[config.mk]
export PLATFORM = sky130hd
export DESIGN_NAME = ring_freq_meter
export DESIGN_NICKNAME = d
export VERILOG_FILES = /design/src/rtl/ring_freq_meter.sv
export SDC_FILE = /design/constraint.sdc
export NUM_CORES = 1
export LEC_CHECK = 0
export ABC_AREA = 1
export BUFFER_PORTS_ARGS = -buffer_cell sky130_fd_sc_hd__buf_2
export CORE_ASPECT_RATIO = 0.6
export CORE_MARGIN = 2
export CORE_UTILIZATION = 55
export CTS_CLUSTER_SIZE = 12
export DETAILED_ROUTE_END_ITERATION = 8
export PLACE_DENSITY = 0.77
export SLEW_MARGIN = 20
export SYNTH_ARGS = -nofsm -noshare
export SYNTH_HDL_FRONTEND = slang
export SYNTH_SLANG_ARGS = --single-unit
[constraint.sdc]
create_clock -name clk -period 2.3 [get_ports clk]
set_input_delay 0 -clock clk [delete_from_list [all_inputs] [get_ports clk]]
set_output_delay 0 -clock clk [all_outputs]
set_load 0.1 [all_outputs]
[src/rtl/ring_freq_meter.sv]
// ring_freq_meter: counts synchronised oscillator rising edges over a programmable
// gate window of clk cycles and latches the result with a one-cycle valid strobe.
module ring_freq_meter #(
   parameter int CNT_W       = 16,
   parameter int GATE_W      = 16,
   parameter int SYNC_STAGES = 2
) (
   input  logic              clk,
   input  logic              rst,
   input  logic              osc_in,
   input  logic [GATE_W-1:0] gate_cycles,
   input  logic              start,
   input  logic              cont,
   output logic              busy,
   output logic [CNT_W-1:0]  result,
   output logic              valid,
   output logic              overflow
);
   typedef enum logic [1:0] {IDLE, ARM, GATE, DONE} state_t;
   state_t state_q, state_d;
   logic [SYNC_STAGES-1:0] sync_q;
   logic prev_q, edge_w;
   logic [GATE_W-1:0] n_q, n_d, t_q, t_d;
   logic [CNT_W-1:0] cnt_q, cnt_d, result_q, result_d;
   logic cont_q, cont_d, wovf_q, wovf_d, ovf_q, ovf_d, valid_q, valid_d;
   // prev tracks the synchroniser output in every state so a window never opens on a false edge
   assign edge_w = sync_q[SYNC_STAGES-1] & ~prev_q;
   always_ff @(posedge clk) begin
      if (rst) begin
         state_q  <= IDLE;
         sync_q   <= '0;
         prev_q   <= 1'b0;
         n_q      <= '0;
         t_q      <= '0;
         cnt_q    <= '0;
         result_q <= '0;
         cont_q   <= 1'b0;
         wovf_q   <= 1'b0;
         ovf_q    <= 1'b0;
         valid_q  <= 1'b0;
      end else begin
         state_q  <= state_d;
         sync_q   <= {sync_q[SYNC_STAGES-2:0], osc_in};
         prev_q   <= sync_q[SYNC_STAGES-1];
         n_q      <= n_d;
         t_q      <= t_d;
         cnt_q    <= cnt_d;
         result_q <= result_d;
         cont_q   <= cont_d;
         wovf_q   <= wovf_d;
         ovf_q    <= ovf_d;
         valid_q  <= valid_d;
      end
   end
   always_comb begin
      state_d  = state_q;
      n_d      = n_q;
      t_d      = t_q;
      cnt_d    = cnt_q;
      result_d = result_q;
      cont_d   = cont_q;
      wovf_d   = wovf_q;
      ovf_d    = ovf_q;
      valid_d  = 1'b0;
      case (state_q)
         IDLE: if (start) begin
            state_d = ARM;
            n_d     = (gate_cycles == '0) ? GATE_W'(1) : gate_cycles;
            cont_d  = cont;
            cnt_d   = '0;
            wovf_d  = 1'b0;
            t_d     = '0;
         end
         ARM: begin
            t_d     = (t_q == GATE_W'(1)) ? '0 : t_q + GATE_W'(1);
            state_d = (t_q == GATE_W'(1)) ? GATE : ARM;
         end
         GATE: begin
            if (edge_w) begin
               if (&cnt_q) wovf_d = 1'b1;
               else cnt_d = cnt_q + CNT_W'(1);
            end
            t_d = t_q + GATE_W'(1);
            if (t_q == n_q - GATE_W'(1)) begin
               state_d  = DONE;
               valid_d  = 1'b1;
               result_d = cnt_d;
               ovf_d    = wovf_d;
            end
         end
         DONE: begin
            state_d = cont_q ? ARM : IDLE;
            cnt_d   = '0;
            wovf_d  = 1'b0;
            t_d     = '0;
         end
         default: state_d = IDLE;
      endcase
   end
   assign busy     = (state_q != IDLE);
   assign result   = result_q;
   assign valid    = valid_q;
   assign overflow = ovf_q;
endmodule

==> summary.md <==
| Metric | Value |
|---|---|
| Worst-Margin Slew | `0.5107 ns` |
| TritonCTS clock tree | `done` |
| Setup TNS | `0 ns` |
| Fin. Hold Viols | `0` |
| Die height | `72.21 um` |
| Row cnt | `24` |
| Main synth FF type | `dfxtp_1` |
| Fmax | `0.4547 GHz` |
| Ratio of final minimum period to clock period | `95.63%` |
| # nets final | `725` |
| Vias in the first global route | `3943` |
| Util after Layout | `70.82%` |
| Leak | `2.261 nW` |
| Mean Syn Cell Area | `6.758 um2` |
| Clock skew | `0.008988 ns` |
| H-tree levels | `3` |
| Number of synthesized register bits | `73` |
| DR iter-0 viols | `522` |
| Initial Util | `57.72%` |
| GRT Resource Usage Total | `29.54%` |
| Port buffer count | `39` |
| CTS Buf Count | `9` |
| Seq/Total Area, Yosys | `34.27%` |
| Area delta synth->final | `22.68%` |
| Post-synth design cell area | `4264 um2` |
| Final ANT Viol Nets | `0` |
| Slew Viols, Final | `0` |
| Unique masters post-synth | `39` |
| Max Cap Viol | `0` |
| Die width | `117.7 um` |
| Most frequent cells in the layout | `nand2_1 (144), nor2_1 (77), dfxtp_1 (70)` |
| VDD IR max | `474.6 uV` |
| Final setup vio count | `0` |
| Core Region | `7387 um2` |
| Placed wire-length estimate | `8.741 mm` |
| Drt first pass iters | `5` |
| Post-synth net total | `661` |
| Hold Path Class | `input pin to flip-flop` |
| Pwr dens | `941.6 nW/um2` |
| Run status | `complete, no violations` |
| Critical Path AT | `2.47 ns` |
| Share of cells above drive strength 1 | `18.14%` |
| Root Driver | `clkbuf_16` |
| Total number of yosys warnings | `0` |
| GP Congestion | `0.9762` |
| Max Buffers Root-to-Sink | `2` |
| DRC viols | `0` |
| Critical path start-end classification | `flip-flop to flip-flop` |
| Period minus WS final | `2.199 ns` |
| WL final | `12.73 mm` |
| Remaining global-route overflow | `0` |
| EDFF count, synth | `0` |
| Buf/Inv on CP | `2` |
| Worst EP required | `2.57 ns` |
| Cell chain of the critical path | `inv_2 -> ha_4 -> nand2_2 -> nor2_4 -> nand2_2 -> xor2_2 -> nand2_1 -> nor2_4 -> nand3_4 -> nor2_4 -> clkbuf_16 -> o21ai_1 -> nor2_1` |
| Worst path max stage delay | `0.32 ns` |
| Clock Latency Late Sink | `0.34 ns` |
| Post-Synthesis Cells | `631` |
| Average routed wire per standard cell | `15.83 um` |
| Cell mode on critical path | `nor2_4` |
| Die area | `8496 um2` |
| Dpl ws | `0.1621 ns` |
| Relative max-transition margin | `66.19%` |
| First-pass GRT wire length | `19.60 mm` |
| Pin count of the biggest net entering global routing | `26` |
| Antenna diode count | `0` |
| Most common cell after layout, fill and taps aside | `nand2_1` |
| Clock-pin slew on the worst setup and hold paths | `0.06 ns` |
| CP max stage cell | `dfxtp_2` |
| Worst Setup Slack, final | `0.1005 ns` |
| Critical path fanouts, max | `6` |
| Via density | `5.547` |
| Critical Path Source Type | `flip-flop` |
| CTS sink count | `73` |
| Crit end category | `flip-flop` |
| Boundary Pins | `40` |
| Initial antenna violation count | `0` |
| Post-synthesis async set-or-reset flop share | `0%` |
| DR vias | `4460` |
| CP top delay family | `simple AND/OR/NAND/NOR gates` |
-- cells in the mapped netlist (2+ instances only) --
cell        n  share of area [%]
nor2_4      5                1.3
xnor2_1     8                1.6
nand4_2     2               0.59
and2_1      2               0.29
o21ai_0    17                2.0
o21ai_1    16                1.9
nor4_1      7                1.0
or2_2       2               0.29
nand3_2     2               0.47
nor2_1     81                7.1
inv_2       2               0.18
nand3_1    36                4.2
nor3_1     10                1.2
nand4_1    16                2.3
nor3b_1     2               0.35
a21o_1      2               0.35
a21oi_2     5                1.0
xor2_2      2               0.76
clkbuf_1   11               0.97
nor2_2     12                1.8
buf_6       2               0.53
dfxtp_1    73                 34
inv_1      69                6.1
nand2_2    10                1.5
ha_1        9                2.6
buf_2       2               0.23
clkbuf_2    2               0.23
a211oi_1    8                1.4
xor2_1     21                4.3
a21oi_1    41                4.8
nand2_1   146                 13
-- registers in the layout, summed over array words and instances (netlist names), named ones only --
name / cells
wovf_q: 1
state_q: 1
sync_q: 2
t_q: 16
result: 16
n_q: 16
cnt_q: 16
valid: 1
overflow: 1
cont_q: 1
prev_q: 1
-- final cells by class --
cell class                      count  area (um2)
Clock buffer                       11       242.7
Clock inverter                      5       78.83
Fill cell                         614        2156
Inverter                           72       274.0
Multi-Input combinational cell    469        2519
Sequential cell                    73        1465
Tap cell                          104       130.1
Timing Repair Buffer               70       521.8
-- metrics by stage --
step | power (mW) | area, um2 | hold WS [ns] | std cells
after floorplan | 2.805 | 4273 | 0.1070 | 631
final | 4.926 | 5231 | 0.005833 | 804
after detailed placement | 3.209 | 4609 | 0.2081 | 768
after CTS | 4.763 | 5101 | 0.006318 | 801
after global routing | 5.171 | 5231 | 0.01760 | 804
after global placement | 3.151 | 4609 | 0.2051 | 768
-- layer usage --
metal	vias up	wire, um	part of all wire [%]	global-route usage (%)
li1	2164	-	-	-
met1	2016	5985	47	43.16
met2	248	4922	39	41.99
met3	32	1542	12	7.862
met4	0	278	2.2	10.58
met5	-	0	0	0
-- kinds of logic after synthesis --
| group | Yosys count | synth area share [%] |
|---|---|---|
| flops | 73 | 34.27 |
| simple gates | 335 | 35.68 |
| buf+inv | 89 | 8.304 |
| fa+ha+maj | 9 | 2.641 |
| compound gates | 94 | 12.38 |
| xor+xnor | 31 | 6.720 |
-- power by group --
| part | internal [mW] | total [mW] | switching (mW) |
|---|---|---|---|
| combinational | 0.620 | 1.92 | 1.30 |
| clock | 0.977 | 1.52 | 0.544 |
| sequential | 1.36 | 1.49 | 0.127 |
| total | 2.96 | 4.93 | 1.97 |
-- worst reg2reg max path, cell delays in order, from the launching register on --
cell and delay, ns:
dfxtp_2 0.32, inv_2 0.11, ha_4 0.18, nand2_2 0.11, nor2_4 0.17, nand2_2 0.09
xor2_2 0.16, nand2_1 0.11, nor2_4 0.13, nand3_4 0.10, nor2_4 0.25, clkbuf_16 0.20
o21ai_1 0.07, nor2_1 0.13
-- what timing repair did --
action | CTS | global route
hold buffers | 17 | 0
endpoints found under the hold margin | 17 | 0
resized for setup | 0 | 21
endpoints found under the setup margin | 0 | 35
buffers inserted | 0 | 0
-- worst paths after layout --
kind | from | endpoint | cells past startpoint | slack (ns)
setup / recovery | n_q[0] | result[0] | 13 | 0.10
hold / removal | gate_cycles[0] | n_q[0] | 3 | 0.006
setup reg to reg | n_q[0] | result[0] | 13 | 0.10
hold reg to reg | sync_q[0] | sync_q[1] | 2 | 0.40
Note: power is estimated with default switching activity, not from simulation.
